[src/rtl/vga_pkg.sv]
// Shared 640x480@60 raster timing defaults, derived constants and the coordinate type.
// Parameterised blocks take these as defaults and derive their own totals from overrides.
package vga_pkg;

  typedef logic [9:0] coord_t;

  localparam int unsigned H_VISIBLE_DEF = 640;
  localparam int unsigned H_FRONT_DEF   = 16;
  localparam int unsigned H_SYNC_DEF    = 96;
  localparam int unsigned H_BACK_DEF    = 48;
  localparam int unsigned V_VISIBLE_DEF = 480;
  localparam int unsigned V_FRONT_DEF   = 10;
  localparam int unsigned V_SYNC_DEF    = 2;
  localparam int unsigned V_BACK_DEF    = 33;

  localparam int unsigned H_TOTAL_DEF = H_VISIBLE_DEF + H_FRONT_DEF + H_SYNC_DEF + H_BACK_DEF;
  localparam int unsigned V_TOTAL_DEF = V_VISIBLE_DEF + V_FRONT_DEF + V_SYNC_DEF + V_BACK_DEF;

  localparam int unsigned H_SYNC_START_DEF = H_VISIBLE_DEF + H_FRONT_DEF;
  localparam int unsigned H_SYNC_END_DEF   = H_SYNC_START_DEF + H_SYNC_DEF - 1;
  localparam int unsigned V_SYNC_START_DEF = V_VISIBLE_DEF + V_FRONT_DEF;
  localparam int unsigned V_SYNC_END_DEF   = V_SYNC_START_DEF + V_SYNC_DEF - 1;

  // Inclusive window test used for both sync pulses.
  function automatic logic in_window(input coord_t v, input coord_t lo, input coord_t hi);
    return (v >= lo) && (v <= hi);
  endfunction

endpackage

[src/rtl/vga_sync_delay.sv]
// Enable-gated shift register that lines sync pulses up with registered colour downstream.
// DEPTH=0 is a plain wire; stages reset to RST_VAL and hold while en_i is low.
module vga_sync_delay #(
  parameter int unsigned      WIDTH   = 2,
  parameter int unsigned      DEPTH   = 1,
  parameter logic [WIDTH-1:0] RST_VAL = '1
) (
  input  logic             clk_i,
  input  logic             rst_ni,
  input  logic             en_i,
  input  logic [WIDTH-1:0] din_i,
  output logic [WIDTH-1:0] dout_o
);

  if (DEPTH == 0) begin : g_bypass
    assign dout_o = din_i;
  end else begin : g_pipe
    logic [WIDTH-1:0] sr_q [DEPTH];

    always_ff @(posedge clk_i or negedge rst_ni) begin
      if (!rst_ni) begin
        for (int unsigned i = 0; i < DEPTH; i++) begin
          sr_q[i] <= RST_VAL;
        end
      end else if (en_i) begin
        sr_q[0] <= din_i;
        for (int unsigned i = 1; i < DEPTH; i++) begin
          sr_q[i] <= sr_q[i-1];
        end
      end
    end

    assign dout_o = sr_q[DEPTH-1];
  end

endmodule

[src/rtl/vga_timing_gen.sv]
// VGA raster counters with flags registered from next-state counts so they never lag DrawX/DrawY.
// Holds everything (strobes forced low) while enable is low; hs_d/vs_d trail hs/vs by PIPE_DELAY.
module vga_timing_gen
  import vga_pkg::*;
#(
  parameter int unsigned H_VISIBLE   = H_VISIBLE_DEF,
  parameter int unsigned H_FRONT     = H_FRONT_DEF,
  parameter int unsigned H_SYNC      = H_SYNC_DEF,
  parameter int unsigned H_BACK      = H_BACK_DEF,
  parameter int unsigned V_VISIBLE   = V_VISIBLE_DEF,
  parameter int unsigned V_FRONT     = V_FRONT_DEF,
  parameter int unsigned V_SYNC      = V_SYNC_DEF,
  parameter int unsigned V_BACK      = V_BACK_DEF,
  parameter logic        SYNC_ACTIVE = 1'b0,
  parameter int unsigned PIPE_DELAY  = 1
) (
  input  logic       vga_clk,
  input  logic       reset_n,
  input  logic       enable,
  output logic [9:0] DrawX,
  output logic [9:0] DrawY,
  output logic       blank,
  output logic       hs,
  output logic       vs,
  output logic       hs_d,
  output logic       vs_d,
  output logic       line_start,
  output logic       frame_start,
  output logic [7:0] frame_count
);

  localparam int unsigned H_TOTAL = H_VISIBLE + H_FRONT + H_SYNC + H_BACK;
  localparam int unsigned V_TOTAL = V_VISIBLE + V_FRONT + V_SYNC + V_BACK;

  localparam coord_t H_LAST  = coord_t'(H_TOTAL - 1);
  localparam coord_t V_LAST  = coord_t'(V_TOTAL - 1);
  localparam coord_t H_VIS   = coord_t'(H_VISIBLE);
  localparam coord_t V_VIS   = coord_t'(V_VISIBLE);
  localparam coord_t H_SS    = coord_t'(H_VISIBLE + H_FRONT);
  localparam coord_t H_SE    = coord_t'(H_VISIBLE + H_FRONT + H_SYNC - 1);
  localparam coord_t V_SS    = coord_t'(V_VISIBLE + V_FRONT);
  localparam coord_t V_SE    = coord_t'(V_VISIBLE + V_FRONT + V_SYNC - 1);
  localparam logic   SYNC_IDLE = ~SYNC_ACTIVE;

  coord_t     hc_q, hc_d;
  coord_t     vc_q, vc_d;
  logic       blank_q, blank_d;
  logic       hsync_q, hsync_d;
  logic       vsync_q, vsync_d;
  logic       line_q, line_d;
  logic       frame_q, frame_d;
  logic [7:0] fcount_q, fcount_d;

  always_comb begin
    hc_d = hc_q;
    vc_d = vc_q;
    if (enable) begin
      if (hc_q == H_LAST) begin
        hc_d = '0;
        vc_d = (vc_q == V_LAST) ? coord_t'(0) : vc_q + coord_t'(1);
      end else begin
        hc_d = hc_q + coord_t'(1);
      end
    end
  end

  // Level flags decode the next counts, so a frozen counter yields frozen flags for free.
  always_comb begin
    blank_d  = (hc_d < H_VIS) && (vc_d < V_VIS);
    hsync_d  = in_window(hc_d, H_SS, H_SE) ? SYNC_ACTIVE : SYNC_IDLE;
    vsync_d  = in_window(vc_d, V_SS, V_SE) ? SYNC_ACTIVE : SYNC_IDLE;
    line_d   = enable && (hc_d == '0);
    frame_d  = line_d && (vc_d == '0);
    fcount_d = frame_d ? fcount_q + 8'd1 : fcount_q;
  end

  always_ff @(posedge vga_clk or negedge reset_n) begin
    if (!reset_n) begin
      hc_q     <= H_LAST;
      vc_q     <= V_LAST;
      blank_q  <= 1'b0;
      hsync_q  <= SYNC_IDLE;
      vsync_q  <= SYNC_IDLE;
      line_q   <= 1'b0;
      frame_q  <= 1'b0;
      fcount_q <= 8'hFF;
    end else begin
      hc_q     <= hc_d;
      vc_q     <= vc_d;
      blank_q  <= blank_d;
      hsync_q  <= hsync_d;
      vsync_q  <= vsync_d;
      line_q   <= line_d;
      frame_q  <= frame_d;
      fcount_q <= fcount_d;
    end
  end

  vga_sync_delay #(
    .WIDTH   (2),
    .DEPTH   (PIPE_DELAY),
    .RST_VAL ({SYNC_IDLE, SYNC_IDLE})
  ) u_sync_delay (
    .clk_i  (vga_clk),
    .rst_ni (reset_n),
    .en_i   (enable),
    .din_i  ({hsync_q, vsync_q}),
    .dout_o ({hs_d, vs_d})
  );

  assign DrawX       = hc_q;
  assign DrawY       = vc_q;
  assign blank       = blank_q;
  assign hs          = hsync_q;
  assign vs          = vsync_q;
  assign line_start  = line_q;
  assign frame_start = frame_q;
  assign frame_count = fcount_q;

endmodule

[config.mk]
export PLATFORM = sky130hd
export DESIGN_NAME = vga_timing_gen
export DESIGN_NICKNAME = d
export VERILOG_FILES = /design/src/rtl/vga_pkg.sv /design/src/rtl/vga_sync_delay.sv /design/src/rtl/vga_timing_gen.sv
export SDC_FILE = /design/constraint.sdc
export NUM_CORES = 1
export LEC_CHECK = 0
export CELL_PAD_IN_SITES_DETAIL_PLACEMENT = 0
export CELL_PAD_IN_SITES_GLOBAL_PLACEMENT = 1
export CORE_MARGIN = 3
export CORE_UTILIZATION = 42
export CTS_BUF_LIST = sky130_fd_sc_hd__clkbuf_8
export DETAILED_ROUTE_END_ITERATION = 16
export PLACE_DENSITY = 0.92
export SLEW_MARGIN = 20
export SYNTH_ARGS = -nofsm -noshare
export SYNTH_HDL_FRONTEND = slang
export SYNTH_HIERARCHICAL = 1
export SYNTH_SLANG_ARGS = --single-unit
export TNS_END_PERCENT = 100
[constraint.sdc]
create_clock -name vga_clk -period 3.11 [get_ports vga_clk]
set_input_delay 0.7775 -clock vga_clk [delete_from_list [all_inputs] [get_ports vga_clk]]
set_output_delay 0.7775 -clock vga_clk [all_outputs]
set_load 0.05 [all_outputs]
---- After elaboration in Yosys (flattened, before gate mapping) ----
Index checks and enable logic that the tools add are counted.
word-level totals
  output and inout bits ................... 35
  word-level logic and storage cells ...... 34
  bits of input ports ..................... 3
  register bits ........................... 35
operators by class
  reductions and logical operators ........ 7
  multiplexer cells ....................... 7
  add/subtract/negate cells ............... 3
  eq/ne operators ......................... 2
  magnitude comparators ................... 6
operators by type and width
  cell                   number
  $mux 10                5
  $add 10x1->10 const B  2
  $eq 10x10->1 const B   2
  $logic_not 10->1       2
  $ge 10x10->1 const B   1
  $ge 10x9->1 const B    1
  $le 10x10->1 const B   1
  $le 10x9->1 const B    1
  $lt 10x10->1 const B   1
  $lt 10x9->1 const B    1
  $add 8x1->8 const B    1
  $logic_and 1x1->1      5
  $mux 1                 2

---- Longest topological paths before layout ----
  word-level depth ........................ 7
  mapped depth ............................ 10
  mapped depth without buffers ............ 9

---- Cells and area by module ----
The synthesis kept the hierarchy.
modules (own cells, without submodules)
  module          times used  area each (um^2)  cells each  seq. area each (um^2)
  vga_timing_gen  1           2045.7            202         850.8
  vga_sync_delay  1           75.1              4           52.6

---- Worst setup path before layout ----
OpenSTA, ideal clock, no wires.
  path type ............................... register to register
  start point ............................. reg hc_q[3], in the netlist DrawX[3]
  end point ............................... reg fcount_q[1], in the netlist frame_count[1]
  cell stages (with the launch flop) ...... 9
  setup time .............................. 85 ps
  required time ........................... 3025 ps
  period minus slack after synthesis ...... 2800 ps
  path buffers ............................ 1
  data arrival time ....................... 2715 ps
  setup slack ............................. 310 ps
  cells stage by stage .................... dfstp_2 -> buf_2 -> nand3_1 -> or2_1 -> mux2i_1 -> a2111oi_2 -> nand4b_4 -> nor2_4 -> mux2_1
between the ends
  word-level cells in the longest chain between the ends .. 6
  elaborated cells on any way between the ends .. 10
  classes of those cells .................. 1 x add/sub; 1 x eq/ne; 4 x mux; 4 x reduce/logical
RTL lines
  item                                                  line                                        RTL
  start, declared                                       vga_timing_gen.sv:45                        coord_t hc_q, hc_d;
  start signal, assigned                                vga_timing_gen.sv:79                        hc_q <= H_LAST;
  start signal, assigned                                vga_timing_gen.sv:88                        hc_q <= hc_d;
  $add 10x1->10 / $eq 10x10->1 (equally long branches)  vga_timing_gen.sv:62, vga_timing_gen.sv:58
  $mux 10                                               vga_timing_gen.sv:58                        if (hc_q == H_LAST) begin
  $mux 10                                               vga_timing_gen.sv:57                        if (enable) begin
  $logic_not 10->1                                      vga_timing_gen.sv:72                        line_d = enable && (hc_d == '0);
  $logic_and 1x1->1                                     vga_timing_gen.sv:72
  $logic_and 1x1->1 (*)                                 vga_timing_gen.sv:73                        frame_d = line_d && (vc_d == '0);
  end signal, assigned                                  vga_timing_gen.sv:95                        fcount_q <= fcount_d;
  end, declared                                         vga_timing_gen.sv:52                        logic [7:0] fcount_q, fcount_d;
Mark *: on every way between the ends. The rest lies on a longest branch, timed or not.
A chain may end at the register's enable or synchronous reset.

---- Final worst setup path ----
  start point ............................. in enable
  end point ............................... reg fcount_q[6], in the netlist frame_count[6]
between the ends
  word-level cells in the longest chain between the ends .. 4
  elaborated cells on any way between the ends .. 6
  classes of those cells .................. 2 x mux; 4 x reduce/logical
RTL lines
  item                   line                  RTL
  start, declared        vga_timing_gen.sv:19  input logic enable,
  $mux 10                vga_timing_gen.sv:57
  $logic_not 10->1       vga_timing_gen.sv:72
  $logic_and 1x1->1      vga_timing_gen.sv:72
  $logic_and 1x1->1 (*)  vga_timing_gen.sv:73
Marked as above.

==> out/metrics.yaml <==
hold_end: "frame_count[7]"
synth_top_area_share_pct: 27.3
fin_nets: 268
synth_sequential_area_ratio_pct: 42.6
drc: 0
cts_resized: 0
grt_pass1_wl_um: 8740
required_ps: 3330
period_minus_slack_ps: 2880
multi_input_area_sq_mm: 0.00110
reg2reg_depth: 8
final.period_utilization_pct: 92.6
io_pins: 38
die_y_um: 77.1
preCtsSetupSlack_ps: -44.9
hold_path_class: "reg -> reg"
cts_hold_buf: 0
hold_violations: 0
syn_area_sq_mm: 0.00212
setup_viol: 0
cp_slowest_cell: "clkdlybuf4s50_1"
num_vias: 1797
avgRoutedWirePerCell_um: 15.2
avgSynthCellArea_sq_um: 10.3
critPathMostFrequentCell: "buf_4"
drtPass1Iterations: 4
yosysTopAreaCell: "dfstp_2"
drt_iter0_drc: 99
cts_setup_buffers: 0
h-tree-depth: 2
path_class: "in -> reg"
dieWidth_um: 77.1
placement_rows: 25
status: "finished, final reports clean"
cts_root_buf: "clkbuf_8"
regToRegStartpoint: "DrawX[1]"
hpwl_um: 3610
drv_slew: 0
grt.overflow.total: 0
min_from: "frame_count[7]"
clk_pin_slew_ps: 70
synth-edff-count: 0
area_growth_pct: 31.6
end_kind: "register"
synth_nets: 213
tightest_slew_ps: 510
max-slew-margin-rel_pct: 65.9
antenna_found_initial: 0
ir_drop_v: 0.000413
clk_latency_ps: 290
drive_gt1_share_pct: 29.4
worst_path_largest_cell_delay_ps: 530
async_flop_share_pct: 100
drv_cap: 0
skew_ps: 4.46
finish.utilization_pct: 57.9
grt_max_degree: 36
cts_buffer_depth: 2
grt.total_usage_pct: 18.4
start_util_pct: 44.0
r2r_end: "frame_count[1]"
holdPathStages: 1
via_per_inst: 5.46
synthCells: 206
fmax_mhz: 347
p_leak_nw: 1.11
synth_cell_type_count: 55
yosys-top-cells-area: "dfstp_2 (27%), dfrtp_1 (15%), xnor2_1 (4.1%)"
grt_pass1_vias: 1790
numCtsBuffers: 5
dieArea_sq_mm: 0.00594
worstPathArrival_ps: 3100
ant_nets: 0
path_max_fanout: 8
core_area_sq_mm: 0.00482
yosys_warnings: 6
fillers: 442
gp_congestion: 0.886
cp-start-kind: "input pin"
rsz0062_at_grt: "false"
cts_tree: "yes"
finalWirelength_um: 4990
final.setup.worst_slack_ps: 229
clock-sinks: 35
diodes: 0
synth-main-ff-cell: "dfstp_2"
port_buffers: 37
power_density_mw_per_mm2: 554
ff_latch_area_sq_um: 903
regToRegSetupSlack_ps: 410
ys_ff_latch: 35
worstPathCellList: "clkdlybuf4s50_1 -> buf_4 -> nand4_1 -> nor2_1 -> o21ai_0 -> a2111oi_2 -> buf_4 -> nand4b_4 -> buf_12 -> nor4_4 -> xor2_1"
## cells by family (layout without fill, tap and decap cells)
family | after synthesis | in the layout | share of synthesized area (%)
simple gates | 87 | 87 | 28.2
flops | 35 | 35 | 42.6
compound gates | 33 | 33 | 10.4
buf+inv | 22 | 78 | 5.66
xor+xnor | 20 | 20 | 8.26
mux | 5 | 5 | 2.54
fa+ha+maj | 4 | 4 | 2.36
## routing by layer
| metal | up-vias | share of wire (%) | track usage [%] |
|---|---|---|---|
| li1 | 861 | - | - |
| met1 | 877 | 47 | 24.5 |
| met2 | 53 | 47 | 28.9 |
| met3 | 6 | 4.9 | 4.11 |
| met4 | 0 | 1.7 | 7.47 |
| met5 | - | 0 | 0 |
## through the flow
stage / area, sq um / instances / power, W / setup TNS, ps / hold WS, ps
floorplan: 2120 / 206 / 0.000965 / 0 / 482
global placement: 2670 / 321 / 0.00111 / 0 / 512
detailed placement: 2670 / 321 / 0.00112 / -135 / 513
CTS: 2790 / 329 / 0.00155 / 0 / 526
global route: 2790 / 329 / 0.00163 / 0 / 530
finish: 2790 / 329 / 0.00155 / 0 / 523
## power by group
part	leakage [nW]	switching, W	total [W]	internal [W]
sequential	0.389	0.0000948	0.000621	0.000526
combinational	0.664	0.000310	0.000494	0.000184
clock	0.0612	0.000172	0.000431	0.000259
## worst max-delay path by stage
stage | startpoint | end | slack (ps) | cells after the start
global placement | enable | frame_count[1] | 20 | 9
CTS | enable | frame_count[6] | 260 | 11
global route | enable | frame_count[6] | 40 | 11
floorplan | DrawX[3] | frame_count[1] | 310 | 8
finish | enable | frame_count[6] | 230 | 11
detailed placement | enable | frame_count[6] | -40 | 11
## sequential cells by signal, summed over array words and instances (netlist names)
register,flops
u_sync_delay/dout_o,2
blank,1
DrawX,10
vs,1
DrawY,10
hs,1
line_start,1
frame_count,8
frame_start,1
## cell usage in the layout (no fill, tap or decap), types with 3 or more instances in the layout
cell	synthesis	routed
dfrtp_1	13	13
ha_1	4	4
xor2_1	10	10
nand2_1	12	12
a21oi_1	5	5
buf_4	2	21
dfstp_2	22	22
clkbuf_8	0	6
a31oi_1	4	4
and3_1	3	3
nor3_2	5	5
nor3_1	4	4
nor2_1	9	9
nor4_1	3	3
o21ai_0	11	11
nand3_1	15	15
xnor2_1	10	10
clkdlybuf4s50_1	0	37
nand4_1	13	13
inv_1	11	11
## cell type report
type | instances | share of cell area [%]
clock buffers | 6 | 2.96
well taps | 67 | 3.00
multi-input cells | 149 | 39.3
clock inverters | 2 | 1.26
inverters | 11 | 1.48
repair buffers | 59 | 19.6
flip-flops and latches | 35 | 32.4
## synth_stat cells (2+ instances only)
master,number
dfstp_2,22
nand3_1,15
dfrtp_1,13
nand4_1,13
nand2_1,12
inv_1,11
o21ai_0,11
xnor2_1,10
xor2_1,10
nor2_1,9
buf_2,6
a21oi_1,5
nor3_2,5
a31oi_1,4
ha_1,4
nor3_1,4
and3_1,3
buf_6,3
nor4_1,3
a211oi_1,2
and4_1,2
buf_4,2
mux2_2,2
mux2i_1,2
o31ai_1,2
or4_4,2
## worst max-delay path, delay by kind of cell
kind            cells  cell delay (ps)
simple gates        4              600
buf+inv             4             1070
xor+xnor            1              170
compound gates      2              490
Note: power is estimated with default switching activity, not from simulation.
